### src/rtl/tick_scheduler.sv
// tick_scheduler: runtime-loadable prescaler emitting a one-cycle TICK per period,
// with a round-robin arbiter handing each TICK to one of NREQ requesters.
module tick_scheduler #(
    parameter int             W           = 23,
    parameter int             NREQ        = 4,
    parameter logic [W-1:0]   DEFAULT_DIV = {{(W-1){1'b1}}, 1'b0}
) (
    input  logic                     CLOCK,
    input  logic                     CLEAR,
    input  logic                     ENABLE,
    input  logic                     LOAD,
    input  logic [W-1:0]             DIV_IN,
    input  logic [NREQ-1:0]          REQ,
    output logic                     TICK,
    output logic [NREQ-1:0]          GNT,
    output logic [$clog2(NREQ)-1:0]  GNT_ID,
    output logic                     BUSY,
    output logic [W-1:0]             COUNT
);

    localparam int IW = $clog2(NREQ);

    typedef enum logic [1:0] {
        IDLE   = 2'd0,
        RUN    = 2'd1,
        RELOAD = 2'd2
    } state_t;

    state_t            state_q, state_d;
    logic [W-1:0]      count_q, count_d;
    logic [W-1:0]      div_q, div_d;
    logic [IW-1:0]     ptr_q, ptr_d;
    logic [IW-1:0]     gnt_id_q, gnt_id_d;
    logic [NREQ-1:0]   gnt_q, gnt_d;
    logic              tick_q, tick_d;
    logic              busy_q, busy_d;

    logic              hit;
    logic [IW-1:0]     win;

    // Rotating search: first requester at or after ptr_q, wrapping modulo NREQ.
    always_comb begin
        int idx;
        hit = 1'b0;
        win = '0;
        for (int i = 0; i < NREQ; i++) begin
            idx = int'(ptr_q) + i;
            if (idx >= NREQ) idx = idx - NREQ;
            if (!hit && REQ[idx]) begin
                hit = 1'b1;
                win = IW'(idx);
            end
        end
    end

    always_comb begin
        state_d  = state_q;
        count_d  = count_q;
        div_d    = div_q;
        ptr_d    = ptr_q;
        gnt_id_d = gnt_id_q;
        gnt_d    = '0;
        tick_d   = 1'b0;
        busy_d   = 1'b0;
        case (state_q)
            IDLE: begin
                if (LOAD) begin
                    div_d   = DIV_IN;
                    count_d = '0;
                    busy_d  = 1'b1;
                    state_d = RELOAD;
                end else if (ENABLE) begin
                    state_d = RUN;
                end
            end
            RUN: begin
                if (LOAD) begin
                    div_d   = DIV_IN;
                    count_d = '0;
                    busy_d  = 1'b1;
                    state_d = RELOAD;
                end else if (!ENABLE) begin
                    state_d = IDLE;
                end else if (count_q == div_q) begin
                    count_d = '0;
                    tick_d  = 1'b1;
                    if (hit) begin
                        gnt_d    = {{(NREQ-1){1'b0}}, 1'b1} << win;
                        gnt_id_d = win;
                        ptr_d    = (win == IW'(NREQ-1)) ? '0 : win + 1'b1;
                    end
                end else begin
                    count_d = count_q + 1'b1;
                end
            end
            RELOAD: begin
                // LOAD is deliberately not looked at here.
                state_d = ENABLE ? RUN : IDLE;
            end
            default: begin
                state_d = IDLE;
            end
        endcase
    end

    always_ff @(negedge CLOCK or negedge CLEAR) begin
        if (!CLEAR) begin
            state_q  <= IDLE;
            count_q  <= '0;
            div_q    <= DEFAULT_DIV;
            ptr_q    <= '0;
            gnt_id_q <= '0;
            gnt_q    <= '0;
            tick_q   <= 1'b0;
            busy_q   <= 1'b0;
        end else begin
            state_q  <= state_d;
            count_q  <= count_d;
            div_q    <= div_d;
            ptr_q    <= ptr_d;
            gnt_id_q <= gnt_id_d;
            gnt_q    <= gnt_d;
            tick_q   <= tick_d;
            busy_q   <= busy_d;
        end
    end

    assign TICK   = tick_q;
    assign GNT    = gnt_q;
    assign GNT_ID = gnt_id_q;
    assign BUSY   = busy_q;
    assign COUNT  = count_q;

endmodule

### config.mk
export PLATFORM = sky130hd
export DESIGN_NAME = tick_scheduler
export DESIGN_NICKNAME = d
export VERILOG_FILES = /design/src/rtl/tick_scheduler.sv
export SDC_FILE = /design/constraint.sdc
export NUM_CORES = 1
export LEC_CHECK = 0
export CAP_MARGIN = 20
export CORE_MARGIN = 2
export CORE_UTILIZATION = 40
export DETAILED_ROUTE_END_ITERATION = 16
export GPL_TIMING_DRIVEN = 0
export PLACE_DENSITY = 0.77
export SLEW_MARGIN = 30
export SYNTH_ARGS = -nofsm -noshare
export SYNTH_HDL_FRONTEND = slang
export SYNTH_SLANG_ARGS = --single-unit
### constraint.sdc
create_clock -name CLOCK -period 1.93 [get_ports CLOCK]
set_input_delay 0.193 -clock CLOCK [delete_from_list [all_inputs] [get_ports CLOCK]]
set_output_delay 0.193 -clock CLOCK [all_outputs]
set_load 0.1 [all_outputs]
## Word level (Yosys, flattened, before mapping)

Cells that the tools add are included.

| word-level totals | value |
|---|---|
| bits in registers | 58 |
| input bits | 31 |
| output and inout port bits | 31 |
| word-level logic and storage cells | 95 |

| cells by class | value |
|---|---|
| shift-type cells | 1 |
| add/sub/neg operators | 9 |
| $lt $le $gt $ge | 8 |
| bitwise operators | 1 |
| mux-type cells | 47 |
| reductions and logical operators | 13 |
| equal/unequal tests | 8 |

Operators with widths:

| cell | number |
|---|---|
| < comparator 32 x 4 -> 1 bit, second input constant | 4 |
| two-way mux 32 bit | 4 |
| two-way mux 23 bit | 4 |
| case mux 23 bit (2 select lines) | 1 |
| adder 23 x 1 -> 23 bit, second input constant | 1 |
| equality test 23 bit | 1 |
| two-way mux 4 bit | 5 |
| two-way mux 1 bit | 19 |
| two-way mux 2 bit | 9 |
| subtractor 3 x 3 -> 4 bit, second input constant | 3 |
| >= comparator 3 bit, second input constant | 3 |
| inequality test 3 bit, second input constant | 3 |
| binary-select mux 1 bit (select 2 bit) | 4 |
| adder 2 x 2 -> 3 bit, second input constant | 2 |
| case mux 2 bit (3 select lines) | 1 |
| AND reduction 5 bit | 1 |
| equality test 2 bit, second input constant | 2 |
| AND reduction 2 bit | 2 |
| left shift 1 x 2 -> 4 bit, first input constant | 1 |
| subtractor 2 x 3 -> 4 bit, second input constant | 1 |
| adder 2 x 1 -> 3 bit, second input constant | 1 |
| >= comparator 2 x 3 -> 1 bit, second input constant | 1 |
| logical AND 1 bit | 3 |
| logical NOT 1 bit | 3 |
| other kinds (8) | 8 |

## Depth between registers and ports, before layout

| depth | value |
|---|---|
| word-level depth | 21 |
| depth in mapped cells | 8 |

==> results_dict.tcl <==
set metrics [dict create \
    clkTransAtPathRegs_ns 0.05 \
    vias_per_cell 5.34 \
    end_kind "output pin" \
    p_total_uw 3210 \
    cts.path.max_buffers 2 \
    violations "negative setup slack" \
    synth_edf_count 0 \
    overflow 0 \
    instances_no_fill 527 \
    cts_tree "built" \
    fin_skew_ns 0.0859 \
    synthCells 265 \
    crit_path_max_fanout 3 \
    ir_drop_v 0.000366 \
    synth_cell_types 43 \
    final_net_count 459 \
    rsz0062_at_grt "true" \
    htreeDepth 3 \
    hold_viol 0 \
    ys_seq_elements 58 \
    ioPinCount 62 \
    tns_ns -16.74 \
    dp_slack_ns -1.33 \
    routedWlPerCell_um 17.7 \
    syn_area_per_cell_um2 11.0 \
    routed_wirelength_um 9310 \
    clk_latency_ns 0.41 \
    route.detailed.drc 0 \
    clock-sinks 58 \
    p_per_area_mw_per_mm2 619 \
    grt_max_degree 43 \
    setup_viol 63 \
    first_global_vias 2755 \
    drive_above_1_share 0.523 \
    async_flop_share 1.00 \
    routabilityCongestion 0.865 \
    area_delta_synth_final_pct 77.8 \
    status "finished with violations" \
    n_antenna_cell 0 \
    antenna_found_initial 0 \
    hold_ws_ns 0.475 \
    critPathRequiredTime_ns 1.74 \
    fillers 448 \
    fp.dieW_um 89.4 \
    ys_warn_count 0 \
    dieArea_mm2 0.00799 \
    cts_buffers 9 \
    grt_usage 0.223 \
    dr_total_vias 2815 \
    worstSetupPathType "flip-flop to output pin" \
    maxCapViolCount 0 \
    cp-start-kind "flip-flop" \
    synth_nets 301 \
    grt_first_pass_wirelength_um 13100 \
    worstPathArrival_ns 2.15 \
    rows 31 \
    ant_nets 0 \
    syn_area_mm2 0.00292 \
    tightest_slew_ns 0.426 \
    final-max-slew-violation-count 0 \
    io_buffers 61 \
    hold_class "flip-flop to flip-flop" \
    clockRootBuffer "clkbuf_8" \
    slew_headroom 0.714 \
    synth_seq_area_share 0.507 \
    synthFlopType "dfrtn_1" \
    drt_first_pass_iters 5 \
    place_inst 426 \
    dp_hpwl_um 5210 \
    start_util 0.407 \
    initialDrtViolationCount 160 \
    core_mm2 0.00718 \
    leakagePower_uw 0.00232 \
    fp.dieH_um 89.4 \
    fin_ws_ns -0.417 \
]
[routing by layer]
metal	vias up	global-route usage	wire [µm]
li1	1251	-	-
met1	1404	0.249	3590
met2	126	0.403	4920
met3	34	0.0609	489
met4	0	0.0814	316
met5	-	0	0
[critical path: stages (launching register included)]
cell     delay [ns]
dfrtn_1        0.55
buf_6          0.15
buf_12         0.16
[path summary, 6_finish.rpt]
path                       startpoint    endpoint  slack (ns)  depth (start not counted)
setup / recovery            COUNT[22]   COUNT[22]       -0.42                          2
hold / removal             state_q[1]  state_q[1]        0.48                          1
max in group asynchronous       CLEAR   div_q[15]        0.74                          2
setup reg to reg            COUNT[22]    ptr_q[1]       -0.38                          8
hold reg to reg            state_q[1]  state_q[1]        0.48                          1
min in group asynchronous       CLEAR  state_q[0]        0.58                          1
[timing repair]
action,in CTS,in global routing
pin swaps,26,25
cloned,0,2
hold buffers,0,0
endpoints found under the setup margin,88,63
resized for setup,343,47
buffers inserted,45,20
[per-stage QoR]
step,utilization,instance area (µm²)
2_1_floorplan,-,3090
3_3_place_gp,0.533,3830
3_5_place_dp,0.536,3840
4_1_cts,0.676,4850
5_1_grt,0.723,5190
6_report,0.723,5190
[synth_stat cells (4+ instances only)]
cell      number  area share
inv_1          7      0.0090
nand2_1       24       0.031
xnor2_1       18       0.054
and2_1         5       0.011
clkbuf_1       5      0.0064
nand4_1       14       0.030
dfrtn_1       36        0.31
nand3_1       12       0.021
nor2_1        21       0.027
o21ai_0        5      0.0086
mux2_2        26        0.10
nor4_1         4      0.0086
xor2_1        16       0.048
ha_1           5       0.021
dfstp_2       22        0.20
[layout by cell type (no fill, tap or decap), drive strengths merged, types with 4 or more instances in the layout]
master,Yosys,routed
xnor2,18,18
xor2,16,16
and2,5,5
nor4,5,5
clkbuf,5,14
clkinv,0,4
nor2,21,21
ha,5,5
o21ai,5,5
inv,7,29
nand3,13,13
clkdlybuf4s50,0,23
dfstp,22,22
mux2,26,26
nor3,6,6
nand4,14,14
buf,5,110
dfrtn,36,36
nand2,24,24
[kinds of logic (layout without fill, tap and decap cells)]
group | Yosys count | after routing | share of synthesized area
compound gates | 23 | 23 | 0.0549
xor+xnor | 34 | 34 | 0.102
fa+ha+maj | 5 | 5 | 0.0214
buf+inv | 17 | 180 | 0.0253
flops | 58 | 58 | 0.507
mux | 27 | 27 | 0.104
simple gates | 101 | 101 | 0.186
[cell type report]
class                           instances  area, µm²  share of cell area
Buffer                                  9        110              0.0212
Clock inverter                         27        113              0.0217
Tap cell                               99        124              0.0239
Clock buffer                           11        153              0.0294
Timing Repair Buffer                  127       1490               0.287
Sequential cell                        58       1480               0.285
Multi-Input combinational cell        190       1700               0.327
Inverter                                6       22.5             0.00434
[flip-flops by register name, summed over array words and instances (netlist names)]
signal   count
COUNT       23
div_q       23
GNT          4
GNT_ID       2
ptr_q        2
state_q      2
BUSY         1
TICK         1
[power breakdown]
group          switching (µW)  total (µW)  internal [µW]
Sequential               74.9        1430           1360
Clock                     675        1280            602
Combinational             219         506            287
No activity file was read; power rests on OpenSTA's default activity.
